===== config.mk =====
export PLATFORM = sky130hd
export DESIGN_NAME = sfx_sequencer
export DESIGN_NICKNAME = d
export VERILOG_FILES = /design/src/rtl/sfx_sequencer.sv
export SDC_FILE = /design/constraint.sdc
export NUM_CORES = 1
export LEC_CHECK = 0
export ABC_CLOCK_PERIOD_IN_PS = 3100
export BUFFER_PORTS_ARGS = -buffer_cell sky130_fd_sc_hd__clkbuf_2
export CORE_MARGIN = 3
export CORE_UTILIZATION = 51
export CTS_BUF_LIST = sky130_fd_sc_hd__clkbuf_16
export CTS_CLUSTER_DIAMETER = 30
export CTS_CLUSTER_SIZE = 12
export DETAILED_ROUTE_END_ITERATION = 6
export PLACE_DENSITY = 0.76
export SLEW_MARGIN = 40
export SYNTH_ARGS = -nofsm -noshare
export SYNTH_HDL_FRONTEND = slang
export SYNTH_SLANG_ARGS = --single-unit

===== constraint.sdc =====
create_clock -name CLOCK_50 -period 3.1 [get_ports CLOCK_50]
set_input_delay 0.465 -clock CLOCK_50 [delete_from_list [all_inputs] [get_ports CLOCK_50]]
set_output_delay 0.465 -clock CLOCK_50 [all_outputs]
set_load 0.02 [all_outputs]

===== src/rtl/sfx_sequencer.sv =====
// Sound-effect sequencer: latches game event pulses, plays one square-wave note sequence at a time.
// Define SFX_MIC_MIX_EN to mix microphone input samples under the tone.
module sfx_sequencer #(
  parameter int CLOCK_FREQUENCY = 50000000,
  parameter int NOTE_CYCLES     = 5000000,
  parameter int GAP_CYCLES      = 500000,
  parameter int AMPLITUDE       = 10000000
) (
  input  logic        CLOCK_50,
  input  logic        reset,
  input  logic [3:0]  iReq,
  input  logic        iMute,
  input  logic        iAudioOutAllowed,
`ifdef SFX_MIC_MIX_EN
  input  logic [31:0] iMicLeft,
  input  logic [31:0] iMicRight,
  input  logic        iAudioInAvailable,
  output logic        oReadAudioIn,
`endif
  output logic [31:0] oLeftSample,
  output logic [31:0] oRightSample,
  output logic        oWriteAudio,
  output logic        oBusy,
  output logic [1:0]  oActiveId,
  output logic        oDone,
  output logic [1:0]  debug_state
);

  localparam int HP_A4 = CLOCK_FREQUENCY / (2 * 440);
  localparam int HP_C5 = CLOCK_FREQUENCY / (2 * 523);
  localparam int HP_E5 = CLOCK_FREQUENCY / (2 * 659);
  localparam int HP_G5 = CLOCK_FREQUENCY / (2 * 784);
  localparam int HP_A5 = CLOCK_FREQUENCY / (2 * 880);
  localparam int HP_C6 = CLOCK_FREQUENCY / (2 * 1047);

  // A4 is the lowest note, so it sets the half-period counter width.
  localparam int HP_W   = $clog2(HP_A4 + 1);
  localparam int NOTE_W = (NOTE_CYCLES > 1) ? $clog2(NOTE_CYCLES) : 1;
  localparam int GAP_W  = (GAP_CYCLES > 1) ? $clog2(GAP_CYCLES) : 1;

  localparam logic [NOTE_W-1:0] NOTE_LAST = NOTE_W'(NOTE_CYCLES - 1);
  localparam logic [GAP_W-1:0]  GAP_LAST  = GAP_W'(GAP_CYCLES - 1);
  localparam logic [31:0]       AMP_POS   = 32'(AMPLITUDE);
  localparam logic [31:0]       AMP_NEG   = 32'(-AMPLITUDE);

  typedef enum logic [1:0] {
    IDLE = 2'd0,
    PLAY = 2'd1,
    GAP  = 2'd2
  } state_t;

  state_t            state, state_d;
  logic [3:0]        pend, clr;
  logic [1:0]        id_q, id_d, sel_id;
  logic [1:0]        step_q, step_d, step_last;
  logic [NOTE_W-1:0] note_cnt, note_cnt_d;
  logic [HP_W-1:0]   hp_cnt, hp_cnt_d, hp_last;
  logic              phase, phase_d;
  logic [GAP_W-1:0]  gap_cnt, gap_cnt_d;
  logic              done_q, done_d;
  logic              busy_q;
  logic [31:0]       tone_q;

  function automatic logic [HP_W-1:0] half_period(input logic [1:0] id, input logic [1:0] step);
    int hp;
    case (id)
      2'd0: hp = HP_A4;
      2'd1: hp = HP_A5;
      2'd2: begin
        case (step)
          2'd0:    hp = HP_C5;
          2'd1:    hp = HP_E5;
          2'd2:    hp = HP_G5;
          default: hp = HP_C6;
        endcase
      end
      default: begin
        case (step)
          2'd0:    hp = HP_E5;
          2'd1:    hp = HP_C5;
          default: hp = HP_A4;
        endcase
      end
    endcase
    return HP_W'(hp);
  endfunction

  always_comb begin
    if (pend[3])      sel_id = 2'd3;
    else if (pend[2]) sel_id = 2'd2;
    else if (pend[1]) sel_id = 2'd1;
    else              sel_id = 2'd0;
  end

  always_comb begin
    case (id_q)
      2'd0:    step_last = 2'd0;
      2'd1:    step_last = 2'd1;
      default: step_last = 2'd3;
    endcase
    hp_last = half_period(id_q, step_q) - HP_W'(1);
  end

  always_comb begin
    state_d    = state;
    id_d       = id_q;
    step_d     = step_q;
    note_cnt_d = note_cnt;
    hp_cnt_d   = hp_cnt;
    phase_d    = phase;
    gap_cnt_d  = gap_cnt;
    done_d     = 1'b0;
    clr        = 4'd0;
    case (state)
      IDLE: begin
        if (pend != 4'd0) begin
          state_d     = PLAY;
          id_d        = sel_id;
          step_d      = 2'd0;
          note_cnt_d  = '0;
          hp_cnt_d    = '0;
          phase_d     = 1'b0;
          clr[sel_id] = 1'b1;
        end
      end
      PLAY: begin
        if (hp_cnt == hp_last) begin
          hp_cnt_d = '0;
          phase_d  = ~phase;
        end else begin
          hp_cnt_d = hp_cnt + 1'b1;
        end
        // Every step restarts its tone at phase 0 so each note begins on +AMPLITUDE.
        if (note_cnt == NOTE_LAST) begin
          note_cnt_d = '0;
          hp_cnt_d   = '0;
          phase_d    = 1'b0;
          if (step_q == step_last) begin
            state_d   = GAP;
            gap_cnt_d = '0;
            done_d    = 1'b1;
          end else begin
            step_d = step_q + 1'b1;
          end
        end else begin
          note_cnt_d = note_cnt + 1'b1;
        end
      end
      GAP: begin
        if (gap_cnt == GAP_LAST) begin
          state_d = IDLE;
          id_d    = 2'd0;
        end else begin
          gap_cnt_d = gap_cnt + 1'b1;
        end
      end
      default: begin
        state_d = IDLE;
        id_d    = 2'd0;
      end
    endcase
    // Game over preempts anything else in flight; the dropped effect never reports done.
    if (state != IDLE && pend[3] && id_q != 2'd3) begin
      state_d    = PLAY;
      id_d       = 2'd3;
      step_d     = 2'd0;
      note_cnt_d = '0;
      hp_cnt_d   = '0;
      phase_d    = 1'b0;
      done_d     = 1'b0;
      clr        = 4'b1000;
    end
  end

  always_ff @(posedge CLOCK_50) begin
    if (reset) begin
      state    <= IDLE;
      pend     <= 4'd0;
      id_q     <= 2'd0;
      step_q   <= 2'd0;
      note_cnt <= '0;
      hp_cnt   <= '0;
      phase    <= 1'b0;
      gap_cnt  <= '0;
      done_q   <= 1'b0;
      busy_q   <= 1'b0;
      tone_q   <= 32'd0;
    end else begin
      state    <= state_d;
      pend     <= (pend & ~clr) | iReq;
      id_q     <= id_d;
      step_q   <= step_d;
      note_cnt <= note_cnt_d;
      hp_cnt   <= hp_cnt_d;
      phase    <= phase_d;
      gap_cnt  <= gap_cnt_d;
      done_q   <= done_d;
      busy_q   <= (state_d != IDLE);
      tone_q   <= (state_d == PLAY && !iMute) ? (phase_d ? AMP_NEG : AMP_POS) : 32'd0;
    end
  end

  // Write strobe: a sample is taken by Audio_Controller in every cycle oWriteAudio is high;
  // the tone never stalls on back-pressure, so skipped writes simply drop samples.
`ifdef SFX_MIC_MIX_EN
  assign oWriteAudio  = iAudioInAvailable & iAudioOutAllowed;
  assign oReadAudioIn = oWriteAudio;
  assign oLeftSample  = iMicLeft + tone_q;
  assign oRightSample = iMicRight + tone_q;
`else
  assign oWriteAudio  = iAudioOutAllowed & ~reset;
  assign oLeftSample  = tone_q;
  assign oRightSample = tone_q;
`endif

  assign oBusy       = busy_q;
  assign oActiveId   = id_q;
  assign oDone       = done_q;
  assign debug_state = state;

endmodule

Word level (Yosys, flattened, before mapping)
Index checks and enable logic that the tools add are counted.

word-level totals
  register bits after elaboration = 103
  logic and storage cells = 111
  output and inout port bits = 71

cells by class
  reduce and logical (&&, ||, !) cells = 20
  multiplexer cells = 44
  bitwise gates (word level) = 9
  $add $sub $neg = 5
  order comparisons = 2
  equal/unequal tests = 20

operators with widths
  kind                                                                  count
  16-bit case mux with 3 select lines                                   2
  19-bit two-way mux                                                    3
  16-bit two-way mux                                                    3
  23-bit two-way mux                                                    2
  23-bit case mux with 2 select lines                                   1
  19-bit case mux with 2 select lines                                   1
  32-bit two-way mux                                                    1
  16-bit case mux with 2 select lines                                   1
  15-bit case mux with 2 select lines                                   1
  2-bit two-way mux                                                     13
  23-bit by 1-bit adder with 23-bit output, second input constant       1
  23-bit == test, second input constant                                 1
  19-bit by 1-bit adder with 19-bit output, second input constant       1
  19-bit == test, second input constant                                 1
  16-bit by 1-bit adder with 16-bit output, second input constant       1
  16-bit == test                                                        1
  16-bit by 1-bit subtractor with 16-bit output, second input constant  1
  2-bit inequality test, second input constant                          7
  4-bit two-way mux                                                     3
  2-bit case mux with 3 select lines                                    2
  2-bit by 1-bit == test with 1-bit output, second input constant       4
  2-bit case mux with 2 select lines                                    2
  4-bit AND reduction                                                   2
  2-bit nonzero test                                                    4
  22 further kinds                                                      41

Logic depth before layout (Yosys ltp)
Gate-level depths: netlist of run 1.

  depth in word-level cells = 13
  mapped depth = 17

Worst setup path before layout of run 1
Ideal clock, no wire load.

  path kind = flip-flop to flip-flop
  start = reg step_q[0]
  end = reg hp_cnt[12]
  data arrival time = 2.822 ns
  cell stages (with the launch flop) = 17
  period minus slack after synthesis = 2.953 ns
  required time = 2.970 ns
  setup slack = 0.147 ns
  path buffers = 2
  cells stage by stage = dfxtp_1 > inv_1 > ha_1 > buf_2 > nor2_1 > nand2_1 > nand2_1 > nand2_1 > ha_1 > xor2_1 > o221a_2 > o21ai_0 > nor4b_2 > nand4_4 > buf_6 > a41oi_2 > a31oi_1

between the ends
  word-level cells in the longest chain between the ends = 8

ends and longest elaborated chain
  element                                                                                     line    source
  start, declared                                                                             55      logic [1:0] step_q, step_d, step_last;
  start signal, assigned                                                                      192     step_q <= step_d;
  2-bit == test, or another cell as far along                                                 70      case (step)
  16-bit case mux with 3 select lines or 15-bit case mux with 2 select lines (tied branches)  70, 78
  16-bit case mux with 3 select lines *                                                       66      case (id)
  16-bit by 1-bit subtractor with 16-bit output *                                             101     hp_last = half_period(id_q, step_q) - HP_W'(1);
  16-bit == test *                                                                            127     if (hp_cnt == hp_last) begin
  16-bit two-way mux *                                                                        127
  16-bit two-way mux *                                                                        134     if (note_cnt == NOTE_LAST) begin
  16-bit case mux with 2 select lines *                                                       114     case (state)
  end signal, assigned                                                                        194     hp_cnt <= hp_cnt_d;
  end, declared                                                                               57      logic [HP_W-1:0] hp_cnt, hp_cnt_d, hp_last;

Mark *: on every way between the ends. The rest lies on a longest branch, timed or not.
A chain may end at the register's enable or synchronous reset.

Worst setup path after layout of run 1
  start = reg step_q[0]
  end = reg hp_cnt[2]

The elaborated chain is that of the path after synthesis.

==> results of run 1 <==
[synthesized netlist by cell type (15+ instances only)]
| cell | number |
|---|---|
| a21oi_1 | 15 |
| a31oi_1 | 15 |
| buf_4 | 62 |
| dfxtp_1 | 74 |
| nand2_1 | 56 |
| nand3_1 | 23 |
| nand4_1 | 18 |
| nor2_1 | 73 |
| o21ai_0 | 15 |
| xnor2_1 | 16 |
| xor2_1 | 35 |
[power breakdown]
part | switching, µW | internal [µW] | total (µW)
combinational | 228 | 123 | 351
sequential | 24.6 | 968 | 992
clock | 401 | 787 | 1190
total | 654 | 1880 | 2530
[layer usage]
metal  wire length, µm  global-route usage [%]  vias up  part of all wire (%)
li1                  -                       -     1959                     -
met1              4430                    25.9     1860                    42
met2              5250                    34.5      122                    50
met3               551                    4.57       34                   5.2
met4               349                    8.90        0                   3.3
met5                 0                       0        -                     0
[logic make-up (layout without fill, tap and decap cells)]
logic type / Yosys count / after routing
muxes: 5 / 5
and+or+nand+nor: 245 / 247
DFF: 74 / 74
buffers and inverters: 95 / 108
adders and majority gates: 10 / 10
AOI/OAI and AO/OA: 85 / 85
xor gates and xnor gates: 51 / 51
other: 1 / 14
[state kept, by name (all words and copies together), names as in the netlist]
name	flops
pend	4
note_cnt	23
step_q	2
oBusy	1
oDone	1
debug_state	2
gap_cnt	19
hp_cnt	16
phase	1
oActiveId	2
oLeftSample	3
[path summary, 6_finish.rpt]
path	endpoint	cells past startpoint
worst max-delay path	hp_cnt[2]	10
worst min-delay path	pend[2]	3
worst max register to register	hp_cnt[2]	10
worst min register to register	phase	2
[per-stage QoR]
| stage | utilization, % | setup slack, ns | cell area [µm²] | setup TNS, ns |
|---|---|---|---|---|
| after floorplan | - | 0.147 | 4650 | 0 |
| after global placement | 52.8 | 0.0506 | 4630 | 0 |
| after detailed placement | 52.8 | -0.0221 | 4630 | -0.0335 |
| after CTS | 56.9 | 0.00972 | 4990 | 0 |
| after global routing | 58.0 | -0.0405 | 5080 | -0.0540 |
| final | 58.0 | 0.145 | 5080 | 0 |
[layout make-up]
class | count | area [µm²]
flip-flops and latches | 74 | 1490
multi-input cells | 412 | 2630
inverters | 10 | 37.5
clock buffers | 9 | 225
repair buffers | 82 | 455
fillers | 793 | 3680
well taps | 108 | 135
clock inverters | 7 | 116
[tightest hold or removal path, stage by stage]
cell      delay (ns)
clkbuf_2        0.08
a21oi_1         0.03
nor2_1          0.07
[what timing repair did]
action,CTS,global route
setup buffers,1,3
gates cloned,1,1
gates resized for setup,0,11
pin swaps,2,4
setup endpoints to repair,4,19
==> impl_metrics.csv, run 1 <==
group,metric,value,unit
status,status,"finished clean",
synth,synth_ff_type,"dfxtp_1",
timing,slew_viol_final,0,
placement,portBuffers,64,
detailed_routing,routed_wl,10.6,mm
synth,syn_inst,566,
synth,synth_top_family_by_area,"simple AND/OR/NAND/NOR gates",
grt,antenna_found_initial,0,
timing,maxSlewHeadroom,54.0,%
grt,grt_max_degree,35,
synth,syn_area,4600,µm²
worst_setup_path,cp_data_arrival_time,3.15,ns
min_path,hp-start,"iReq[2]",
worst_setup_path,cpLargestDelayFamily,"simple AND/OR/NAND/NOR gates",
worst_setup_path,startpoint,"step_q[0]",
cts,cts_sinks,74,
grt,grt_usage,20.8,%
power,power.total,2530,µW
synth,yosys.area_share.simple,27.6,%
detailed_routing,drt-initial-drc-count,227,
synth,synth_mux_area_share,1.14,%
synth,ys_types,67,
power,p_per_area,498,nW/µm²
worst_setup_path,r2r_setup_slack,0.14,ns
timing,fmax,338,MHz
detailed_routing,num_vias,3975,
timing,finClkSkew,0.00599,ns
synth,async_flop_share,0,%
cells_and_area,final_cell_mix,"nor2_1, dfxtp_1, clkbuf_2",
worst_setup_path,critPathKind,"reg -> reg",
detailed_routing,first_pass_iters,6,
placement,dp.final_hpwl,7.34,mm
synth,syn_avg_cell_area,8.14,µm²
synth,synth_compound_area_share,13.0,%
synth,synthTopCellsByArea,"dfxtp_1, buf_4, xor2_1",
cts,clk_latency,0.33,ns
synth,synth_fa_ha_area_share,2.72,%
floorplan,start_util,52.5,%
cells_and_area,diodes,0,
detailed_routing,drtAntennaViolNets,0,
floorplan,fp.dieH,101,µm
cts,htreeDepth,3,
timing,tightest_slew,0.686,ns
timing,hold_violations,0,
synth,yosysWarnings,0,
floorplan,placementRows,34,
worst_setup_path,critPathMaxFanout,9,
grt,grt_overflow,0,
cts,cts-hold-fix-buffers,0,
synth,synth_xor_area_share,9.70,%
worst_setup_path,critPathRequiredTime,3.29,ns
power,leakagePower,0.00209,µW
detailed_routing,wl_per_cell,15.1,µm
timing,hold_slack,0.342,ns
detailed_routing,viasPerCell,5.66,
cts,clock-root-buffer,"clkbuf_16",
floorplan,fp.dieW,101,µm
worst_setup_path,crit_chain,"inv_1 > ha_2 > buf_4 > nor4b_4 > nand3_1 > mux2_1 > o21ai_1 > nand4_4 > a41oi_2 > a31oi_1",
floorplan,io_pins,79,
cts,clkTransAtPathRegs,0.06,ns
synth,ys_ff_latch,74,
cells_and_area,drive_above_1_share,21.0,%
power,peakVddDrop,0.353,mV
synth,synth_edf_count,0,
cts,cts_tree,"done",
min_path,hold_class,"in -> reg",
placement,placedCellCount,680,
cts,cts_inserted_buffers,9,
cts,cts_max_path_buffers,2,
job,drv_cap,0,
grt,grt_pass1_vias,3661,
timing,period_share,95.3,%
detailed_routing,drc_errors,0,
worst_setup_path,slowest_stage,"o21ai_1",
synth,synth.largest_area_cell,"dfxtp_1",
worst_setup_path,slowest_delay,0.45,ns
worst_setup_path,worstReg2RegStart,"step_q[0]",
cells_and_area,nets,607,
timing,finalSetupViolCount,0,
timing,period_needed,2.96,ns
worst_setup_path,end_kind,"flip-flop",
floorplan,dieArea,10200,µm²
cells_and_area,final_cells,702,
placement,gp_congestion,0.958,
grt,grt_first_pass_wirelength,17.3,mm
worst_setup_path,cp-start-kind,"flip-flop",
worst_setup_path,cp_num_buf_inv,2,
cells_and_area,area_delta_synth_final,10.4,%
synth,synth_top_area_share,32.2,%
floorplan,core_area,8760,µm²
synth,seq_area_frac_synth,32.2,%
Power figures use the tool's default switching activity.
==> inputs of run 2 (changes only) <==
--- a/config.mk
+++ b/config.mk
@@ -13,6 +13,8 @@
 export CTS_CLUSTER_DIAMETER = 30
 export CTS_CLUSTER_SIZE = 12
 export DETAILED_ROUTE_END_ITERATION = 6
+export GPL_ROUTABILITY_DRIVEN = 0
+export MAX_ROUTING_LAYER = met4
 export PLACE_DENSITY = 0.76
 export SLEW_MARGIN = 40
 export SYNTH_ARGS = -nofsm -noshare
==> run 2 against run 1 <==
Flip-flop and latch count unchanged. Core utilization decreased by 0.61 points. Power decreased by 9.4%. Sequential share of layout area increased by 0.31 points. Critical path depth increased by 5. Final cell count decreased by 0.14%. Clock skew increased by 0.0049 ns. Design area decreased by 1.1%.
==> impl_metrics.csv, run 2 (same netlist as run 1, synthesis figures left out) <==
group,metric,value,unit
status,status,"finished clean",
worst_setup_path,slowest_stage,"dfxtp_1",
cells_and_area,nets,606,
power,leakagePower,0.00205,µW
cells_and_area,final_area,5030,µm²
detailed_routing,wl_per_cell,14.7,µm
cells_and_area,diodes,0,
placement,place_area,4620,µm²
floorplan,placementRows,34,
power,p_per_area,456,nW/µm²
timing,finClkSkew,0.0109,ns
floorplan,io_pins,79,
grt,antenna_found_initial,0,
detailed_routing,first_pass_iters,5,
detailed_routing,drtAntennaViolNets,0,
worst_setup_path,slowest_delay,0.33,ns
grt,grt_usage,20.6,%
job,drv_cap,0,
timing,period_share,97.2,%
timing,maxSlewHeadroom,55.6,%
timing,hold_slack,0.342,ns
floorplan,fp.dieW,101,µm
grt,grt_max_degree,35,
placement,portBuffers,64,
floorplan,dieArea,10200,µm²
grt,grt_pass1_vias,3608,
floorplan,core_area,8760,µm²
worst_setup_path,cp_common_cell,"inv_1",
cts,clock-root-buffer,"clkbuf_16",
detailed_routing,drc_errors,0,
cells_and_area,largest_register,"note_cnt",
grt,grt_overflow,0,
cells_and_area,final_cell_mix,"nor2_1, dfxtp_1, clkbuf_2",
min_path,hold_class,"in -> reg",
worst_setup_path,critPathRequiredTime,3.31,ns
cts,cts_max_path_buffers,2,
timing,hold_violations,0,
worst_setup_path,cp-start-kind,"flip-flop",
worst_setup_path,cp_num_buf_inv,3,
cells_and_area,drive_above_1_share,21.1,%
timing,slew_viol_final,0,
cts,cts_sinks,74,
cts,cts-hold-fix-buffers,0,
power,power.total,2290,µW
cts,cts_inserted_buffers,9,
worst_setup_path,end_kind,"flip-flop",
worst_setup_path,critPathMaxFanout,7,
cells_and_area,largest_reg_flops,23,
detailed_routing,routed_wl,10.3,mm
cts,cts_tree,"done",
timing,finalSetupViolCount,0,
cts,clkTransAtPathRegs,0.06,ns
worst_setup_path,critPathKind,"reg -> reg",
detailed_routing,num_vias,3946,
detailed_routing,viasPerCell,5.63,
placement,dp.final_hpwl,7.22,mm
power,peakVddDrop,0.321,mV
floorplan,start_util,52.5,%
timing,period_needed,3.01,ns
worst_setup_path,crit_chain,"inv_1 > ha_1 > nand2b_2 > nand2_2 > o21a_1 > ha_4 > inv_1 > a221oi_4 > xnor2_1 > nand3_1 > nor4_4 > buf_4 > nand4_4 > mux2i_1 > and2_1",
worst_setup_path,r2r_setup_slack,0.09,ns
worst_setup_path,cpLargestDelayFamily,"simple AND/OR/NAND/NOR gates",
cells_and_area,top_regs,"note_cnt: 23 flops, gap_cnt: 19 flops, hp_cnt: 16 flops",
floorplan,fp.dieH,101,µm
timing,fmax,332,MHz
cts,htreeDepth,3,
timing,tightest_slew,0.665,ns
detailed_routing,drt-initial-drc-count,210,
worst_setup_path,cp_data_arrival_time,3.23,ns
cts,clk_latency,0.33,ns
cells_and_area,area_delta_synth_final,9.27,%
grt,grt_first_pass_wirelength,16.6,mm
-- run 2: cell count changes in the layout (fill, tap and decap cells not counted), sizes merged --
| cell | before | now |
|---|---|---|
| bufinv | 3 | 0 |
| clkinv | 1 | 2 |
| buf | 18 | 17 |
| clkinvlp | 0 | 2 |
-- run 2: where the power goes --
group / internal [µW] / switching [µW] / leakage (µW)
Sequential: 968 / 26.7 / 0.000600
Clock: 540 / 401 / 0.000131
Combinational: 126 / 232 / 0.00132
-- run 2: per-layer routing --
metal	vias to the layer above	part of all wire, %	GRT usage [%]
met4	0	3.9	11.5
met5	-	0	-
met3	44	4.4	4.98
met1	1830	43	24.3
met2	119	49	32.2
li1	1953	-	-
-- run 2: through the flow --
step                util (%)  setup slack (ns)  setup TNS [ns]  instances
finish                  57.4            0.0858               0        701
global route            57.4           -0.0362          -0.180        701
CTS                     56.4            0.0516               0        698
detailed placement      52.7            -0.100          -0.492        679
global placement        52.7            0.0707               0        679
floorplan                  -             0.147               0        579
-- run 2: worst register-to-register path, delay by kind of cell, from the launching register on --
family | cells | cell delay [ns]
muxes | 1 | 0.19
adders and majority gates | 2 | 0.38
AOI/OAI and AO/OA | 2 | 0.45
and+or+nand+nor | 6 | 1.11
DFF | 1 | 0.33
buffers and inverters | 3 | 0.32
xor gates and xnor gates | 1 | 0.16
-- run 2: final cells by class --
cell class | instances | area (µm²)
fill | 767 | 3730
multi-input combinational | 412 | 2650
sequential | 74 | 1490
timing repair buffer | 81 | 448
clock buffer | 9 | 225
tap | 108 | 135
clock inverter | 7 | 45.0
inverter | 10 | 37.5
-- run 2: what timing repair did --
action | CTS | global route
gates resized for setup | 2 | 14
setup endpoints to repair | 11 | 19
setup buffers | 1 | 3
cloned | 2 | 0
pin swaps | 3 | 4
-- run 2: path summary, 6_finish.rpt --
kind,start,endpoint,cells after the start
worst max-delay path,step_q[1],oLeftSample[23],15
worst min-delay path,iReq[2],pend[2],3
worst max register to register,step_q[1],oLeftSample[23],15
worst min register to register,phase,phase,2
